File: config.mk
export PLATFORM = sky130hd
export DESIGN_NAME = alu_issue_ctrl
export DESIGN_NICKNAME = d
export VERILOG_FILES = /design/src/rtl/alu_issue_ctrl.sv
export SDC_FILE = /design/constraint.sdc
export NUM_CORES = 1
export LEC_CHECK = 0
export CAP_MARGIN = 20
export CORE_ASPECT_RATIO = 0.8
export CORE_UTILIZATION = 39
export DETAILED_ROUTE_END_ITERATION = 16
export HOLD_SLACK_MARGIN = 0.06
export MAX_ROUTING_LAYER = met4
export PLACE_DENSITY = 0.74
export SETUP_SLACK_MARGIN = 0.3
export SLEW_MARGIN = 20
export SYNTH_ARGS = -nofsm -noshare
export SYNTH_HDL_FRONTEND = slang
export SYNTH_SLANG_ARGS = --single-unit
File: constraint.sdc
create_clock -name clk -period 1.9 [get_ports clk]
set_input_delay 0.38 -clock clk [delete_from_list [all_inputs] [get_ports clk]]
set_output_delay 0.38 -clock clk [all_outputs]
set_load 0.03 [all_outputs]
File: src/rtl/alu_issue_ctrl.sv
// alu_issue_ctrl: accumulator-based command sequencer driving a combinational ALU.
// Optional feature macro ALU_ISSUE_CTRL_PIPE_EN lets a response handshake and the next command accept share a cycle.
module alu_issue_ctrl #(
  parameter int unsigned W       = 16,
  parameter int unsigned ALU_LAT = 1,
  parameter logic [4:0]  OP_TST  = 5'b01111,
  parameter logic [4:0]  OP_LDA  = 5'b11111
) (
  input  logic         clk,
  input  logic         rst,
  input  logic         cmd_valid,
  output logic         cmd_ready,
  input  logic [4:0]   cmd_op,
  input  logic [W-1:0] cmd_operand,
  output logic [4:0]   alu_op,
  output logic [W-1:0] alu_operandA,
  output logic [W-1:0] alu_operandB,
  input  logic [W-1:0] alu_result,
  input  logic [3:0]   alu_flags,
  output logic         rsp_valid,
  input  logic         rsp_ready,
  output logic [W-1:0] rsp_result,
  output logic [3:0]   rsp_flags
);

  typedef enum logic [1:0] {
    IDLE = 2'd0,
    EXEC = 2'd1,
    RESP = 2'd2
  } state_t;

  localparam logic [3:0] CNT_INIT = 4'(ALU_LAT - 1);

  state_t       state;
  logic [W-1:0] acc;
  logic [3:0]   flags_reg;
  logic [3:0]   cnt;
  logic         accept;

`ifdef ALU_ISSUE_CTRL_PIPE_EN
  assign cmd_ready = !rst && ((state == IDLE) || ((state == RESP) && rsp_ready));
`else
  assign cmd_ready = !rst && (state == IDLE);
`endif

  assign accept     = cmd_valid && cmd_ready;
  assign rsp_result = acc;
  assign rsp_flags  = flags_reg;

  always_ff @(posedge clk or posedge rst) begin
    if (rst) begin
      state        <= IDLE;
      acc          <= '0;
      flags_reg    <= '0;
      cnt          <= '0;
      alu_op       <= '0;
      alu_operandA <= '0;
      alu_operandB <= '0;
      rsp_valid    <= 1'b0;
    end else if (accept) begin
      // accept is only possible in IDLE or in RESP while the response is being taken
      if (cmd_op == OP_LDA) begin
        acc       <= cmd_operand;
        rsp_valid <= 1'b1;
        state     <= RESP;
      end else begin
        alu_op       <= cmd_op;
        alu_operandA <= acc;
        alu_operandB <= cmd_operand;
        cnt          <= CNT_INIT;
        rsp_valid    <= 1'b0;
        state        <= EXEC;
      end
    end else begin
      case (state)
        EXEC: begin
          if (cnt != 4'd0) begin
            cnt <= cnt - 4'd1;
          end else begin
            flags_reg <= alu_flags;
            if (alu_op != OP_TST) begin
              acc <= alu_result;
            end
            rsp_valid <= 1'b1;
            state     <= RESP;
          end
        end
        RESP: begin
          if (rsp_ready) begin
            rsp_valid <= 1'b0;
            state     <= IDLE;
          end
        end
        default: state <= IDLE;
      endcase
    end
  end

endmodule
# After elaboration in Yosys (flattened, before gate mapping)
# Cells that the tools add are included.
dict set report op_classes {
  add_sub_neg 1
  mul 0
  div_mod_pow 0
  n_lt_le_gt_ge 0
  n_eq_ne 9
  shifts 0
  n_mux 19
  bitwise_logic 3
  n_reduce_logical 15
}
# cell count
set op_table {}
lappend op_table {{two-way mux 16 bit} 5}
lappend op_table {{two-way mux 4 bit} 4}
lappend op_table {{AND reduction 3 bit} 3}
lappend op_table {{two-way mux 2 bit} 4}
lappend op_table {{inequality test 3 bit (second input constant)} 2}
lappend op_table {{nonzero test 2 bit} 3}
lappend op_table {{equality test 5 bit (second input constant)} 1}
lappend op_table {{inequality test 5 x 4 -> 1 bit (second input constant)} 1}
lappend op_table {{two-way mux 1 bit} 4}
lappend op_table {{inequality test 2 bit (second input constant)} 2}
lappend op_table {{case mux 2 bit (2 select lines)} 1}
lappend op_table {{AND reduction 2 bit} 2}
lappend op_table {{AND reduction 4 bit} 1}
lappend op_table {{nonzero test 4 bit} 1}
lappend op_table {{subtractor 4 x 1 -> 4 bit (second input constant)} 1}
lappend op_table {{NOT 1 bit} 3}
lappend op_table {{nonzero test 3 bit} 1}
lappend op_table {{equality test 2 x 1 -> 1 bit (second input constant)} 1}
lappend op_table {{equality test 2 bit (second input constant)} 1}
lappend op_table {{logical AND 1 bit} 2}
lappend op_table {{logical NOT 2 bit} 1}
lappend op_table {{inequality test 2 x 1 -> 1 bit (second input constant)} 1}
lappend op_table {{case mux 1 bit (2 select lines)} 1}
lappend op_table {{logical NOT 1 bit} 1}
dict set report word_totals {
  register_bits 64
  latch_bits 0
  ramBits 0
  mem_bits_ro 0
  inputBits 45
  n_memories 0
}

# Depth between registers and ports, before layout
# Gate-level depths: netlist (run 1).
dict set report depth {
  ltp_word 5
  ltp_mapped 8
  ltp_nobuf 6
}

# Worst setup path before layout (run 1)
# Ideal clock, no wire load.
dict set report synth_path {
  path_kind {reg2reg}
  start {register state[1]}
  end {register alu_operandB[10]}
  t_arrival_ns 1.660
  required_time_ns 1.775
  setup_slack_ns 0.115
  path_stages_with_launch 5
  n_path_buf 1
  path_cell_list {dfrtp_1 or4b_4 a21oi_4 buf_6 mux2_2}
}
dict set report synth_between {
  elab_chain_len 4
}
# item line_no
set synth_rtl {}
lappend synth_rtl {{from (decl)} 34} ;# state_t state;
lappend synth_rtl {{from (signal assigned)} 52} ;# state <= IDLE;
lappend synth_rtl {{from (signal assigned)} 65} ;# state <= RESP;
lappend synth_rtl {{from (signal assigned)} 72} ;# state <= EXEC;
lappend synth_rtl {{logical NOT 2 bit} 43} ;# assign cmd_ready = !rst && (state == IDLE);
lappend synth_rtl {{logical AND 1 bit} 43}
lappend synth_rtl {{logical AND 1 bit} 46} ;# assign accept = cmd_valid && cmd_ready;
lappend synth_rtl {{AND reduction 2 bit (no source line)} --}
lappend synth_rtl {{to (signal assigned)} 69} ;# alu_operandB <= cmd_operand;
lappend synth_rtl {{to (decl)} 17} ;# output logic [W-1:0] alu_operandB,
# Every way passes these cells.
# A chain may end at the register's enable or synchronous reset.

# Worst setup path in the final report (run 1)
dict set report layout_path {
  start {register state[0]}
  end {register alu_operandB[13]}
}
# Same word-level chain as after synthesis.

==> impl_metrics.ini, run 1 <==
[pwr]
seq_power_share_pct = 30.1
p_sw_mw = 3.48
internal_power_mw = 4.90
power.density_nw_per_um2 = 1820
p_clk_share_pct = 14.1
ir_drop_mv = 0.971
leakagePower_nw = 2.10
power_frac_comb_pct = 55.8
swShare_pct = 41.5

[critical_path]
critPathTopFamily = simple AND/OR/NAND/NOR gates
worst-setup-path-type = flop to flop
worstPathCellList = or4b_4 -> a21oi_4 -> buf_6 -> buf_6 -> buf_12 -> mux2_4
r2r_start = state[0]$_DFFE_PP0P_
worst_path_most_repeated_cell = buf_6
critPathRequiredTime_ps = 2120
r2r_cells = 6
crit_path_max_incr_delay_ps = 550
reg2reg_setup_slack_ps = -20
crit_path_top_delay_cell = or4b_4
critPathMaxFanout = 8
cp.arrival_ps = 2140
r2r-end = alu_operandB[13]$_DFFE_PP0P_
worst-path-buf-inv = 3
cp-start-kind = flop
cp-end-kind = flop

[route]
wl_um = 7480
drtIter0Drc = 91
vias_per_cell = 4.98
avgRoutedWirePerCell_um = 17.4
drc = 0
dr.pass1.iters = 4
drtAntennaViolNets = 0
via_count = 2142

[clocking]
clock-sinks = 64
cts_tree = done
clockBufferDepth = 2
postCtsHoldBufs = 0
htree_levels = 3
clk_pin_slew_ps = 70
cts_made_buffers = 9
clkLatencyLatePin_ps = 340
root_buffer = clkbuf_8

[floorplanning]
initial_core_util_pct = 40.9
die_y_um = 75.7
top_level_ports = 104
dieArea_um2 = 7130
die_w_um = 94.2
core-area_um2 = 6470
row_count = 26

[min_path]
hp-class = input pin to asynchronous set/reset pin

[sta]
slew_headroom_pct = 69.3
max_freq_ghz = 0.522
setup_slack_ps = -15.7
drv_slew = 0
finalCritPeriodShare_pct = 101
min_period_ps = 1920
finClkSkew_ps = 5.73
tns_ps = -112
finalSetupViolations = 17
rsz0062_at_grt = true
hold_viol_final = 0
worstMarginPinSlew_ps = 459

[global_routing]
grt_max_degree = 65
first_global_vias = 2204
track_usage_pct = 22.2
antenna_found_initial = 0
overflow = 0
grt_pass1_wl_um = 11200

[layout]
most-common-layout-cells = 64 x dfrtp_1, 60 x dlygate4sd2_1, 42 x clkdlybuf4s50_1
syn2layout_area_growth_pct = 74.1
fin_nets = 388
layout_commonest_cell = dfrtp_1
final_core_util_pct = 71.3
fin_cells = 430
diodes = 0
drive_gt1_share_pct = 39.3

[synthesis]
synth_top_area_share_pct = 60.4
synth_area_um2 = 2650
yosys_register_bits = 64
synth.net_count = 246
yosysTopAreaCell = dfrtp_1
yosysWarnings = 0
synth_cells = 199
synth_cell_types = 31
yosys-top-cells-area = dfrtp_1 60%, mux2_2 16%, o22ai_1 4.0%
syn_area_per_cell_um2 = 13.3
synth_seq_area_share_pct = 60.4

[place]
place_inst = 394
dp_slack_ps = -370
place_congestion = 0.746
io_buffers = 103
place_hpwl_um = 4520

[run_status]
violations = setup timing
outcome = complete, but fails checks

[job]
maxCapViolCount = 0
-- worst register-to-register path, stage by stage, from the launching register on --
cell,delay (ps)
dfrtp_1,400
or4b_4,550
a21oi_4,170
buf_6,120
buf_6,110
buf_12,140
mux2_4,320
-- power by group through the flow --
stage | sequential [mW] | combinational, mW | clock [mW]
5_1_grt | 2.61 | 4.93 | 1.28
4_1_cts | 2.51 | 4.27 | 1.21
6_report | 2.52 | 4.67 | 1.18
2_1_floorplan | 3.75 | 1.23 | 0
3_5_place_dp | 2.53 | 4.23 | 0
3_3_place_gp | 2.52 | 4.16 | 0
-- cells in the mapped netlist --
| cell | number |
|---|---|
| a211oi_1 | 1 |
| nor2b_1 | 1 |
| nand3_2 | 1 |
| a31oi_1 | 3 |
| or2b_2 | 1 |
| and2_1 | 1 |
| nor3b_2 | 1 |
| a21oi_1 | 18 |
| mux2_2 | 37 |
| ha_1 | 2 |
| nor4b_4 | 1 |
| clkbuf_1 | 2 |
| nor3_1 | 3 |
| nand2b_1 | 4 |
| nand2_1 | 2 |
| a21o_1 | 1 |
| mux2i_1 | 1 |
| buf_2 | 1 |
| nand3_1 | 2 |
| nor2_1 | 1 |
| mux2_1 | 2 |
| o22a_1 | 2 |
| a21oi_4 | 1 |
| buf_6 | 5 |
| o22ai_1 | 17 |
| and4_1 | 1 |
| and2b_1 | 1 |
| o211ai_1 | 1 |
| or4b_4 | 1 |
| dfrtp_1 | 64 |
| inv_1 | 20 |
-- area by class of cell --
cell class / instances / area [µm²]
fillers: 482 / 1860
flip-flops and latches: 64 / 1600
repair buffers: 139 / 1390
multi-input cells: 107 / 1230
clock buffers: 13 / 159
well taps: 84 / 105
inverters: 20 / 78.8
clock inverters: 3 / 40.0
-- worst max-delay path by stage --
stage                              start  slack [ps]  cells after the start                            to
floorplan           state[0]$_DFFE_PP0P_         140                      4  alu_operandB[10]$_DFFE_PP0P_
global placement                     rst        -330                      5   alu_operandB[8]$_DFFE_PP0P_
detailed placement                   rst        -370                      5  alu_operandB[15]$_DFFE_PP0P_
CTS                 state[1]$_DFFE_PP0P_           6                      6   alu_operandB[3]$_DFFE_PP0P_
global route        state[0]$_DFFE_PP0P_         -50                      6   alu_operandB[6]$_DFFE_PP0P_
finish              state[0]$_DFFE_PP0P_         -20                      6  alu_operandB[13]$_DFFE_PP0P_
-- per-stage QoR --
step	area, µm²	total power [mW]	hold slack (ps)
after floorplan	2720	4.98	473
after global placement	3930	6.68	473
after detailed placement	3930	6.76	480
after CTS	4380	7.99	432
after global routing	4610	8.82	455
final	4610	8.38	420
-- logic make-up (layout without fill, tap and decap cells) --
kind of cell | Yosys count | count (layout) | share of synthesized area (%)
DFF | 64 | 64 | 60.4
buffers and inverters | 28 | 175 | 5.43
AOI/OAI and AO/OA | 44 | 44 | 10.2
muxes | 40 | 40 | 16.9
and+or+nand+nor | 21 | 21 | 6.00
adders and majority gates | 2 | 2 | 0.944
-- flip-flops by register name (all words and copies together), names as in the netlist --
name and flops:
alu_op 5, alu_operandA 16, alu_operandB 16, cnt 4, rsp_flags 4, rsp_result 16, rsp_valid 1, state 2
-- layer usage --
metal | global-route usage (%) | part of all wire (%)
met1 | 28.7 | 46
met3 | 6.79 | 5.2
met4 | 5.13 | 0.79
met5 | - | 0
met2 | 34.5 | 48
-- repair_timing --
action | 4_1_cts | 5_1_grt
buffers inserted | 8 | 7
gates cloned | 4 | 1
pin swaps | 5 | 12
resized for setup | 107 | 30
endpoints found under the setup margin | 117 | 64
Note: power is estimated with default switching activity, not from simulation.
==> run 2, diff against run 1 <==
--- a/config.mk
+++ b/config.mk
@@ -5,13 +5,12 @@
 export SDC_FILE = /design/constraint.sdc
 export NUM_CORES = 1
 export LEC_CHECK = 0
-export CAP_MARGIN = 20
 export CORE_ASPECT_RATIO = 0.8
 export CORE_UTILIZATION = 39
 export DETAILED_ROUTE_END_ITERATION = 16
 export HOLD_SLACK_MARGIN = 0.06
 export MAX_ROUTING_LAYER = met4
-export PLACE_DENSITY = 0.74
+export PLACE_DENSITY = 0.84
 export SETUP_SLACK_MARGIN = 0.3
 export SLEW_MARGIN = 20
 export SYNTH_ARGS = -nofsm -noshare
==> run 2 against run 1 <==
Compared with the run above:
- routed wire length up 9.1%
- worst hold slack worse by 75 ps
- first-iteration DRC count fell by 43%
- setup slack better by 25 ps
- global-route usage grew 0.88 points
- sequential power grew 2%
- combinational power is 1% higher
- the flow now finishes without violations
- clock power down 11%
- via count rose by 2.8%
==> impl_metrics.ini, run 2 (synthesized netlist as in run 1, its figures left out) <==
[place]
place_congestion = 0.781
io_buffers = 103
place_hpwl_um = 4810

[route]
vias_per_cell = 5.10
drtIter0Drc = 52
avgRoutedWirePerCell_um = 18.9
via_count = 2202
drtAntennaViolNets = 0
drc = 0
dr.pass1.iters = 4
wl_um = 8170

[critical_path]
cp.arrival_ps = 2110
critPathRequiredTime_ps = 2120
cp-start-kind = flop
cp-end-kind = flop
worst-setup-path-type = flop to flop
critPathMaxFanout = 8

[clocking]
clock-sinks = 64
clk_pin_slew_ps = 70
clkLatencyLatePin_ps = 340
root_buffer = clkbuf_8
cts_made_buffers = 9
htree_levels = 3
cts_tree = done
postCtsHoldBufs = 0
clockBufferDepth = 2

[sta]
slew_headroom_pct = 71.0
max_freq_ghz = 0.529
hold_viol_final = 0
worstMarginPinSlew_ps = 434
finClkSkew_ps = 9.26
drv_slew = 0
finalSetupViolations = 0
min_period_ps = 1890
finalCritPeriodShare_pct = 99.5
rsz0062_at_grt = true
tns_ps = 0

[min_path]
hp-class = input pin to asynchronous set/reset pin

[pwr]
ir_drop_mv = 1.00
finalPower_mw = 8.35
leakagePower_nw = 2.10
power.density_nw_per_um2 = 1810

[layout]
fill_cells = 454
most-common-layout-cells = 64 x dfrtp_1, 60 x dlygate4sd2_1, 42 x clkdlybuf4s50_1
diodes = 0
fin_nets = 391
layout_commonest_cell = dfrtp_1
drive_gt1_share_pct = 39.1
syn2layout_area_growth_pct = 74.4

[global_routing]
track_usage_pct = 23.1
first_global_vias = 2273
antenna_found_initial = 0
grt_max_degree = 25
overflow = 0
grt_pass1_wl_um = 11500

[floorplanning]
top_level_ports = 104
die_w_um = 94.2
row_count = 26
die_y_um = 75.7
initial_core_util_pct = 40.9
dieArea_um2 = 7130
core-area_um2 = 6470

[job]
maxCapViolCount = 0

[run_status]
outcome = completed
==> run 2: changes by cell type in the layout (fill, tap and decap cells not counted), sizes merged <==
cell      before  now
clkinvlp       1    2
bufinv         1    0
buf           36   39
clkbuf        14   13
==> run 2: final timing paths <==
kind / cells after the start / end / from / slack [ps]
max reg2reg: 6 / alu_operandB[6]$_DFFE_PP0P_ / state[0]$_DFFE_PP0P_ / 9
min in group clk: 1 / rsp_flags[3]$_DFFE_PP0P_ / rsp_flags[3]$_DFFE_PP0P_ / 510
max in group asynchronous: 4 / alu_operandB[7]$_DFFE_PP0P_ / rst / 1100
min: 3 / alu_operandB[0]$_DFFE_PP0P_ / rst / 350
min reg2reg: 1 / rsp_flags[3]$_DFFE_PP0P_ / rsp_flags[3]$_DFFE_PP0P_ / 510
max: 6 / alu_operandB[6]$_DFFE_PP0P_ / state[0]$_DFFE_PP0P_ / 9
==> run 2: worst max-delay path, cell delays in order, from the launching register on <==
cell and delay (ps):
dfrtp_1 380, or4b_4 550, a21oi_4 170, buf_6 110, buf_6 110, buf_12 140, mux2_4 310
==> run 2: area by class of cell <==
class | instances | area (µm²) | area share [%]
repair buffers | 142 | 1430 | 30.8
clock inverters | 3 | 17.5 | 0.379
multi-input cells | 107 | 1240 | 26.8
flip-flops and latches | 64 | 1600 | 34.7
well taps | 84 | 105 | 2.27
inverters | 20 | 78.8 | 1.71
clock buffers | 12 | 155 | 3.36
==> run 2: metal layers <==
metal / up-vias / GRT usage [%] / share of wire [%]
li1: 998 / - / -
met1: 1122 / 28.0 / 44
met2: 68 / 37.6 / 51
met3: 14 / 7.39 / 4.0
met4: 0 / 5.81 / 1.5
met5: - / - / 0
==> run 2: through the flow <==
step                worst slack, ps  hold WS (ps)  util, %  instances  cell area [µm²]
finish                         9.32           346     71.4        432             4620
global route                  -39.7           352     71.4        432             4620
CTS                            25.1           340     66.6        425             4310
detailed placement             -357           484     61.3        401             3970
global placement               -343           471     61.3        401             3970
floorplan                       142           473        -        199             2720
==> run 2: where the power goes <==
| part | switching, mW | internal, mW |
|---|---|---|
| clock | 0.513 | 0.534 |
| sequential | 0.497 | 2.07 |
| combinational | 2.59 | 2.15 |
==> run 2: timing repair <==
action,in CTS,in global routing
cloned,3,1
resized for setup,94,48
pin swaps,3,14
buffers inserted,6,6
setup endpoints to repair,117,64
